`src/rtl/y86_pkg.sv`:
```
// ============================================================================
// Module : y86_pkg
// Brief  : Shared Y86-64 icode, status and D-register definitions for fetch.
// Rev    : 1.0 - initial release
// ============================================================================
`default_nettype none

package y86_pkg;

    localparam logic [3:0] I_HALT   = 4'h0;
    localparam logic [3:0] I_NOP    = 4'h1;
    localparam logic [3:0] I_RRMOVQ = 4'h2;
    localparam logic [3:0] I_IRMOVQ = 4'h3;
    localparam logic [3:0] I_RMMOVQ = 4'h4;
    localparam logic [3:0] I_MRMOVQ = 4'h5;
    localparam logic [3:0] I_OPQ    = 4'h6;
    localparam logic [3:0] I_JXX    = 4'h7;
    localparam logic [3:0] I_CALL   = 4'h8;
    localparam logic [3:0] I_RET    = 4'h9;
    localparam logic [3:0] I_PUSHQ  = 4'hA;
    localparam logic [3:0] I_POPQ   = 4'hB;

    localparam logic [3:0] RNONE = 4'hF;

    localparam logic [2:0] S_AOK = 3'd1;
    localparam logic [2:0] S_HLT = 3'd2;
    localparam logic [2:0] S_ADR = 3'd3;
    localparam logic [2:0] S_INS = 3'd4;

    typedef struct packed {
        logic [2:0]  stat;
        logic [3:0]  icode;
        logic [3:0]  ifun;
        logic [3:0]  rA;
        logic [3:0]  rB;
        logic [63:0] valC;
        logic [63:0] valP;
    } d_reg_t;

    localparam d_reg_t D_BUBBLE = '{
        stat:  S_AOK,
        icode: I_NOP,
        ifun:  4'h0,
        rA:    RNONE,
        rB:    RNONE,
        valC:  64'h0,
        valP:  64'h0
    };

    function automatic logic f_need_regids(input logic [3:0] icode);
        return (icode inside {I_RRMOVQ, I_IRMOVQ, I_RMMOVQ, I_MRMOVQ,
                              I_OPQ, I_PUSHQ, I_POPQ});
    endfunction

    function automatic logic f_need_valc(input logic [3:0] icode);
        return (icode inside {I_IRMOVQ, I_RMMOVQ, I_MRMOVQ, I_JXX, I_CALL});
    endfunction

endpackage

`default_nettype wire

```
`src/rtl/y86_instr_split.sv`:
```
// ============================================================================
// Module : y86_instr_split
// Brief  : Combinational split of the 10 fetched bytes into instruction fields.
// Rev    : 1.0 - initial release
// ============================================================================
`default_nettype none

module y86_instr_split
    import y86_pkg::*;
(
    input  logic [79:0] i_imem_bytes,
    input  logic        i_imem_error,
    output logic [3:0]  o_icode,
    output logic [3:0]  o_ifun,
    output logic [3:0]  o_rA,
    output logic [3:0]  o_rB,
    output logic [63:0] o_valC,
    output logic        o_need_regids,
    output logic        o_need_valC,
    output logic        o_instr_valid
);

    // A bad fetch address is turned into a nop so no fields are consumed.
    assign o_icode       = i_imem_error ? I_NOP : i_imem_bytes[7:4];
    assign o_ifun        = i_imem_error ? 4'h0  : i_imem_bytes[3:0];
    assign o_need_regids = f_need_regids(o_icode);
    assign o_need_valC   = f_need_valc(o_icode);
    assign o_rA          = o_need_regids ? i_imem_bytes[15:12] : RNONE;
    assign o_rB          = o_need_regids ? i_imem_bytes[11:8]  : RNONE;
    assign o_valC        = !o_need_valC  ? 64'h0
                         : o_need_regids ? i_imem_bytes[79:16]
                         :                 i_imem_bytes[71:8];
    assign o_instr_valid = !i_imem_error && (o_icode <= I_POPQ);

endmodule

`default_nettype wire

```
`src/rtl/y86_fetch_dreg.sv`:
```
// ============================================================================
// Module : y86_fetch_dreg
// Brief  : Y86-64 fetch stage with F (predicted PC) and D pipeline registers.
//          Optional performance counters enabled by macro Y86_PERF_CNT_EN.
// Rev    : 1.0 - initial release
// ============================================================================
`default_nettype none

module y86_fetch_dreg
    import y86_pkg::*;
#(
    parameter logic [63:0] RESET_PC = 64'h0,
    parameter int          CNT_W    = 32
) (
    input  logic              clk,
    input  logic              rst,
    input  logic              F_stall,
    input  logic              D_stall,
    input  logic              D_bubble,
    input  logic [3:0]        M_icode,
    input  logic              M_Cnd,
    input  logic [63:0]       M_valA,
    input  logic [3:0]        W_icode,
    input  logic [63:0]       W_valM,
    input  logic [79:0]       imem_bytes,
    input  logic              imem_error,
    output logic [63:0]       f_pc,
    output logic [2:0]        D_stat,
    output logic [3:0]        D_icode,
    output logic [3:0]        D_ifun,
    output logic [3:0]        D_rA,
    output logic [3:0]        D_rB,
    output logic [63:0]       D_valC,
    output logic [63:0]       D_valP
`ifdef Y86_PERF_CNT_EN
    ,
    output logic [CNT_W-1:0]  stall_cnt,
    output logic [CNT_W-1:0]  bubble_cnt,
    output logic [CNT_W-1:0]  fetch_cnt
`endif
);

    logic [63:0] r_pred_pc;
    d_reg_t      r_d;

    logic [3:0]  w_icode;
    logic [3:0]  w_ifun;
    logic [3:0]  w_rA;
    logic [3:0]  w_rB;
    logic [63:0] w_valC;
    logic        w_need_regids;
    logic        w_need_valC;
    logic        w_instr_valid;
    logic [63:0] w_f_pc;
    logic [63:0] w_valP;
    logic [63:0] w_pred_pc;
    logic [2:0]  w_stat;
    d_reg_t      w_fetch;

    y86_instr_split u_split (
        .i_imem_bytes  (imem_bytes),
        .i_imem_error  (imem_error),
        .o_icode       (w_icode),
        .o_ifun        (w_ifun),
        .o_rA          (w_rA),
        .o_rB          (w_rB),
        .o_valC        (w_valC),
        .o_need_regids (w_need_regids),
        .o_need_valC   (w_need_valC),
        .o_instr_valid (w_instr_valid)
    );

    // Mispredicted branch recovery outranks ret recovery.
    always_comb begin
        w_f_pc = r_pred_pc;
        if (M_icode == I_JXX && !M_Cnd)
            w_f_pc = M_valA;
        else if (W_icode == I_RET)
            w_f_pc = W_valM;
    end

    assign w_valP    = w_f_pc + 64'd1 + {63'd0, w_need_regids} + {60'd0, w_need_valC, 3'b000};
    assign w_pred_pc = (w_icode == I_JXX || w_icode == I_CALL) ? w_valC : w_valP;

    always_comb begin
        w_stat = S_AOK;
        if (imem_error)
            w_stat = S_ADR;
        else if (w_icode > I_POPQ)
            w_stat = S_INS;
        else if (w_icode == I_HALT)
            w_stat = S_HLT;
    end

    assign w_fetch = '{stat: w_stat, icode: w_icode, ifun: w_ifun, rA: w_rA,
                       rB: w_rB, valC: w_valC, valP: w_valP};

    always_ff @(posedge clk or posedge rst) begin
        if (rst)
            r_pred_pc <= RESET_PC;
        else if (!F_stall)
            r_pred_pc <= w_pred_pc;
    end

    always_ff @(posedge clk or posedge rst) begin
        if (rst)
            r_d <= D_BUBBLE;
        else if (D_stall)
            r_d <= r_d;
        else if (D_bubble)
            r_d <= D_BUBBLE;
        else
            r_d <= w_fetch;
    end

    assign f_pc    = w_f_pc;
    assign D_stat  = r_d.stat;
    assign D_icode = r_d.icode;
    assign D_ifun  = r_d.ifun;
    assign D_rA    = r_d.rA;
    assign D_rB    = r_d.rB;
    assign D_valC  = r_d.valC;
    assign D_valP  = r_d.valP;

`ifdef Y86_PERF_CNT_EN
    logic [CNT_W-1:0] r_stall_cnt;
    logic [CNT_W-1:0] r_bubble_cnt;
    logic [CNT_W-1:0] r_fetch_cnt;
    logic             w_load_real;

    assign w_load_real = !D_stall && !D_bubble && w_instr_valid;

    // Counters stick at all-ones rather than wrapping.
    always_ff @(posedge clk or posedge rst) begin
        if (rst) begin
            r_stall_cnt  <= '0;
            r_bubble_cnt <= '0;
            r_fetch_cnt  <= '0;
        end else begin
            if (D_stall && r_stall_cnt != '1)
                r_stall_cnt <= r_stall_cnt + 1'b1;
            if (D_bubble && !D_stall && r_bubble_cnt != '1)
                r_bubble_cnt <= r_bubble_cnt + 1'b1;
            if (w_load_real && r_fetch_cnt != '1)
                r_fetch_cnt <= r_fetch_cnt + 1'b1;
        end
    end

    assign stall_cnt  = r_stall_cnt;
    assign bubble_cnt = r_bubble_cnt;
    assign fetch_cnt  = r_fetch_cnt;
`else
    logic w_unused;
    assign w_unused = w_instr_valid;
`endif

endmodule

`default_nettype wire

```
`config.mk`:
```
export PLATFORM = sky130hd
export DESIGN_NAME = y86_fetch_dreg
export DESIGN_NICKNAME = d
export VERILOG_FILES = /design/src/rtl/y86_pkg.sv /design/src/rtl/y86_instr_split.sv /design/src/rtl/y86_fetch_dreg.sv
export SDC_FILE = /design/constraint.sdc
export NUM_CORES = 1
export LEC_CHECK = 0
export ABC_AREA = 1
export CORE_ASPECT_RATIO = 0.5
export CORE_MARGIN = 3
export CORE_UTILIZATION = 45
export DETAILED_ROUTE_END_ITERATION = 10
export PLACE_DENSITY = 0.77
export SLEW_MARGIN = 30
export SYNTH_ARGS = -nofsm -noshare
export SYNTH_HDL_FRONTEND = slang
export SYNTH_SLANG_ARGS = --single-unit
```
`constraint.sdc`:
```
create_clock -name clk -period 21.8 [get_ports clk]
set_input_delay 6.54 -clock clk [delete_from_list [all_inputs] [get_ports clk]]
set_output_delay 6.54 -clock clk [all_outputs]
set_load 0.02 [all_outputs]
```
==> results of run 1 <==
area by class of cell:
type | instances | area, um2
Tap cell | 423 | 529
Inverter | 129 | 492
Multi-Input combinational cell | 1777 | 8220
Clock inverter | 12 | 131
Clock buffer | 26 | 564
Sequential cell | 211 | 5290
Timing Repair Buffer | 454 | 4490
Fill cell | 2835 | 11400
cells by family (layout without fill, tap and decap cells):
family | after synthesis | after routing
buffers and inverters | 257 | 621
and+or+nand+nor | 1429 | 1429
DFF | 211 | 211
xor gates and xnor gates | 23 | 23
adders and majority gates | 3 | 3
AOI/OAI and AO/OA | 322 | 322
stage by stage:
stage / instance area (um2) / cells
CTS: 19700 / 3032
global route: 19700 / 3032
floorplan: 14600 / 2245
global placement: 19000 / 2994
finish: 19700 / 3032
detailed placement: 19000 / 2994
layout by cell type (no fill, tap or decap), types with 2 or more instances in the layout:
cell type,Yosys,routed
inv_6,0,3
and2_1,4,4
clkbuf_1,78,3
ha_1,3,3
nand4_1,9,9
nand3b_1,61,61
nand2_4,1,2
o211ai_1,18,18
dfrtp_1,201,201
o21bai_1,48,48
nand2_1,869,868
xor2_1,22,22
clkbuf_8,0,2
a22o_1,9,9
o21ai_1,19,19
o32a_1,8,8
clkinv_2,0,4
clkbuf_16,0,21
inv_1,124,122
o21ai_0,157,157
buf_4,6,22
inv_2,3,4
clkinv_4,0,2
clkinv_1,2,2
nor2_1,183,182
a21oi_1,59,59
dfstp_2,10,10
or2_2,16,16
nor2_2,25,25
nand3_1,251,251
bufinv_16,0,2
a21boi_2,2,2
clkdlybuf4s50_1,0,431
nand2_2,5,5
nor2_4,4,5
where the power goes:
group          switching (mW)  total [mW]  leakage (nW)  internal [mW]
combinational           0.351       0.559          5.89          0.208
clock                   0.174       0.385         0.343          0.211
sequential             0.0364       0.479          2.77          0.443
state kept, by name, indices dropped and copies added, names as in the netlist:
name / cells
D_icode: 4
D_ifun: 4
D_valP: 64
r_pred_pc: 64
D_rB: 4
D_stat: 3
D_rA: 4
D_valC: 64
routing by layer:
| metal | vias up | wire length [um] | GRT usage, % |
|---|---|---|---|
| met1 | 8411 | 29700 | 56.8 |
| li1 | 7961 | - | - |
| met4 | 2 | 2760 | 12.8 |
| met2 | 1178 | 32600 | 63.3 |
| met3 | 190 | 8100 | 9.31 |
| met5 | - | 12 | 0 |
worst max-delay path, stage by stage:
cell and delay [ps]:
clkdlybuf4s50_1 450, nand2_1 80, nor2_4 80, buf_4 390, nand2_4 480, buf_4 500, o21ai_1 480, clkdlybuf4s50_1 710
path summary, 6_finish.rpt:
| path | startpoint | end | slack (ps) | cells after the start |
|---|---|---|---|---|
| worst max-delay path | M_icode[0] | f_pc[23] | 5510 | 8 |
| worst min-delay path | D_valP[53] | D_valP[53] | 480 | 2 |
| worst max register to register | r_pred_pc[0] | r_pred_pc[46] | 18190 | 17 |
| worst min register to register | D_valP[53] | D_valP[53] | 480 | 2 |
| max in group asynchronous | rst | D_valC[37] | 14100 | 3 |
| min in group asynchronous | rst | D_ifun[1] | 6540 | 2 |
==> impl_metrics.csv, run 1 <==
group,metric,value,unit
placement,io_buffer_count,433,
finish,area_delta_synth_final,35.3,%
worst_setup_path,start_kind,"primary input",
worst_setup_path,end_kind,"output port",
die,design.core.area,0.0311,mm2
detailed_routing,drt_wl_total,73.2,mm
grt,track_usage,40.8,%
synthesis,syn_avg_cell_area,6.49,um2
synthesis,yosysTopAreaCell,"dfrtp_1",
placement,hpwl,57.5,mm
synthesis,yosysTopAreaCellShare,34.5,%
hold_path,hp-class,"reg -> reg",
sta,holdWs,475,ps
synthesis,synthAdderAreaFrac,0.258,%
synthesis,muxShareOfSynthArea,0,%
detailed_routing,vias,17700,
clocking,cts_resized,0,
placement,place_congestion,1.07,
synthesis,async_flop_share,100,%
detailed_routing,wl_per_cell,24.1,um
detailed_routing,drt_iter0_markers,2749,
detailed_routing,ant_nets,0,
synthesis,synth_most_common_cell,"nand2_1",
detailed_routing,viasPerCell,5.85,
placement,place_ws,5620,ps
sta,finClkSkew,25.9,ps
synthesis,synthTopCellsByArea,"dfrtp_1 35%, nand2_1 22%, nand3_1 8.6%, o21ai_0 5.4%, nor2_1 4.7%",
worst_setup_path,cp_max_fo,59,
sta,fin_tns_setup,0,ps
grt,grt-ovfl-total,0,
sta,maxSlewViolCount,0,
clocking,cts_inserted_buffers,21,
power,max-vdd-ir-drop,0.0665,mV
die,die_area,0.0347,mm2
synthesis,yosysUniqueCellTypes,35,
die,rows,45,
finish,final_core_util,63.4,%
clocking,worstSkewPairLatency,540,ps
sta,rsz0062_at_grt,"no",
sta,timing.final.ws_setup,5510,ps
grt,grt_pass1_vias,16400,
sta,setup_viol,0,
synthesis,synth_nets,2471,
synthesis,synth_compound_area_share,12.8,%
synthesis,synth_edf_count,0,
clocking,cts_setup_buffers,0,
synthesis,yosys.area_share.simple,41.8,%
die,start_util,46.9,%
worst_setup_path,critical_path_required,15260,ps
worst_setup_path,arrival,9750,ps
clocking,path_clk_slew,60,ps
sta,report.final.hold_viol_count,0,
outcome,outcome,"complete, no violations",
detailed_routing,detail_route.drc_violations,0,
sta,period_needed,16290,ps
synthesis,syn_area,0.0146,mm2
grt,grt_pass1_wl,106,mm
finish,finalNetCount,2820,
die,die_x,260,um
synthesis,synthFlopType,"dfrtp_1",
clocking,cts_root_buf,"clkbuf_16",
sta,post-route-period-util,74.7,%
die,top_level_ports,434,
grt,grt_antenna_before_repair,1,
sta,timing.fmax,61.4,MHz
synthesis,synth_top_family_by_area,"simple AND/OR/NAND/NOR gates",
grt,grt_max_degree,93,
power,power.total,1.42,mW
clocking,htreeDepth,1,
synthesis,yosysSeqAreaShare,36.3,%
power,powerDensity,72.2,mW/mm2
flow_run,drv_cap,0,
clocking,clock_path_buffers,3,
clocking,cts_tree,"done",
die,die_y,133,um
worst_setup_path,criticalPathCategory,"in -> out",
clocking,clock_sinks,211,
synthesis,syn_inst,2245,
power,power.leakage,9.01,nW
synthesis,yosysWarningCount,0,
sta,relSlewSlack,38.6,%
sta,worst_pin_slew,921,ps
synthesis,synth_common_cells,"869 x nand2_1, 251 x nand3_1, 201 x dfrtp_1",
finish,diodes,0,
clocking,ctsHoldBuffers,0,
synthesis,synth_xor_area_share,1.38,%
synthesis,ys_ff_latch,211,
detailed_routing,first_pass_iters,6,
finish,drive_above_1_share,4.94,%
Power figures use the tool's default switching activity.
==> run 2, diff against run 1 <==
--- a/config.mk
+++ b/config.mk
@@ -8,9 +8,9 @@
 export ABC_AREA = 1
 export CORE_ASPECT_RATIO = 0.5
 export CORE_MARGIN = 3
-export CORE_UTILIZATION = 45
+export CORE_UTILIZATION = 44
 export DETAILED_ROUTE_END_ITERATION = 10
-export PLACE_DENSITY = 0.77
+export PLACE_DENSITY = 0.78
 export SLEW_MARGIN = 30
 export SYNTH_ARGS = -nofsm -noshare
 export SYNTH_HDL_FRONTEND = slang
==> constraint.sdc (replaced) <==
create_clock -name clk -period 13.4 [get_ports clk]
set_input_delay 4.02 -clock clk [delete_from_list [all_inputs] [get_ports clk]]
set_output_delay 4.02 -clock clk [all_outputs]
set_load 0.02 [all_outputs]
==> impl_metrics.csv, run 2 (same netlist as run 1, synthesis figures left out) <==
group,metric,value,unit
outcome,outcome,"complete, no violations",
grt,grt_pass1_vias,16300,
clocking,cts_setup_buffers,0,
finish,final_cell_mix,"868 x nand2_1, 431 x clkdlybuf4s50_1, 251 x nand3_1",
clocking,ctsHoldBuffers,0,
clocking,path_clk_slew,70,ps
worst_setup_path,rrSetupSlack,9690,ps
die,rows,46,
sta,finClkSkew,14.7,ps
grt,grt_pass1_wl,106,mm
die,top_level_ports,434,
worst_setup_path,r2r_start,"r_pred_pc[3]",
detailed_routing,ant_nets,0,
power,max-vdd-ir-drop,0.107,mV
die,die_area,0.0355,mm2
clocking,cts_resized,0,
detailed_routing,vias,17700,
sta,post-route-period-util,83.4,%
worst_setup_path,slowest_stage,"nor2_4",
flow_run,drv_cap,0,
finish,finalNetCount,2817,
die,die_x,263,um
detailed_routing,drt_iter0_markers,2618,
placement,place_ws,2340,ps
worst_setup_path,slowest_delay,670,ps
worst_setup_path,crit_start,"M_icode[2]",
finish,final_common_cell,"nand2_1",
worst_setup_path,arrival,7150,ps
worst_setup_path,critical_path_required,9380,ps
worst_setup_path,path_depth,9,
hold_path,min-delay-start,"D_valP[54]",
finish,area_delta_synth_final,35.6,%
sta,worst_pin_slew,1010,ps
worst_setup_path,reg2reg_depth,14,
detailed_routing,first_pass_iters,6,
sta,fin_tns_setup,0,ps
finish,final_cell_area,0.0198,mm2
sta,timing.final.ws_setup,2230,ps
finish,finish.cell_count_without_fillers,3042,
grt,grt-ovfl-total,0,
die,die_y,135,um
clocking,cts_inserted_buffers,22,
worst_setup_path,end_kind,"output port",
grt,track_usage,39.6,%
placement,io_buffer_count,433,
grt,grt_max_degree,133,
worst_setup_path,start_kind,"primary input",
sta,holdWs,481,ps
detailed_routing,detail_route.drc_violations,0,
clocking,clock_path_buffers,3,
sta,rsz0062_at_grt,"no",
placement,hpwl,57.0,mm
worst_setup_path,crit_family,"buffers and inverters",
worst_setup_path,cp.buffers_inverters,5,
detailed_routing,drt_wl_total,73.2,mm
finish,final_core_util,61.5,%
power,power.leakage,9.02,nW
sta,timing.fmax,89.5,MHz
clocking,clock_sinks,211,
placement,dp.cells,2999,
clocking,worstSkewPairLatency,540,ps
worst_setup_path,cp_max_fo,51,
clocking,cts_root_buf,"clkbuf_16",
finish,drive_above_1_share,4.87,%
die,start_util,45.4,%
sta,maxSlewViolCount,0,
placement,place_congestion,1.04,
detailed_routing,wl_per_cell,24.1,um
worst_setup_path,criticalPathCategory,"in -> out",
sta,relSlewSlack,32.6,%
clocking,cts_tree,"done",
placement,dpl_cell_area,0.0190,mm2
sta,report.final.hold_viol_count,0,
clocking,htreeDepth,1,
grt,grt_antenna_before_repair,3,
detailed_routing,viasPerCell,5.80,
power,power.total,2.35,mW
die,design.core.area,0.0321,mm2
sta,setup_viol,0,
sta,period_needed,11170,ps
hold_path,hp-class,"reg -> reg",
hold_path,hold_path_depth,2,
power,powerDensity,119,mW/mm2
worst_setup_path,path_cells,"clkdlybuf4s50_1, inv_1, nor2_4, nand2_4, buf_4, or2_2, nand2_1, inv_1, clkdlybuf4s50_1",
-- run 2: cell count changes in the layout (fill, tap and decap cells not counted) --
cell,before,now
inv_8,1,0
clkinv_8,0,1
buf_4,22,18
clkinv_4,2,3
clkbuf_8,2,3
clkbuf_16,21,23
clkinv_2,4,5
diode_2,0,3
inv_6,3,0
-- run 2: layer usage --
layer  part of all wire [%]  up-vias  GRT usage [%]
met5                      0        -              0
met4                    4.1        0           13.7
met3                    9.1      193           7.72
met2                     45     1001           63.5
met1                     41     8486           54.0
li1                       -     7978              -
-- run 2: cell type report --
| class | count | area [um2] |
|---|---|---|
| antenna | 3 | 7.51 |
| clock buffer | 29 | 628 |
| clock inverter | 11 | 119 |
| fill | 3061 | 12400 |
| inverter | 129 | 497 |
| multi-input combinational | 1777 | 8220 |
| sequential | 211 | 5290 |
| tap | 432 | 541 |
| timing repair buffer | 450 | 4460 |
-- run 2: power breakdown --
group          total [mW]  internal (mW)  switching, mW
logic               0.917          0.339          0.578
clock network       0.661          0.371          0.290
registers           0.775          0.720         0.0542
-- run 2: final timing paths --
| path | endpoint |
|---|---|
| setup / recovery | f_pc[59] |
| min in group asynchronous | D_ifun[1] |
| max in group asynchronous | D_valC[5] |
| hold / removal | D_valP[54] |
| hold reg to reg | D_valP[54] |
| setup reg to reg | r_pred_pc[37] |
-- run 2: worst min-delay path, delay by kind of cell (launching register included) --
kind             cells  cell delay (ps)
flip-flops           1              350
AND/OR/NAND/NOR      2              100
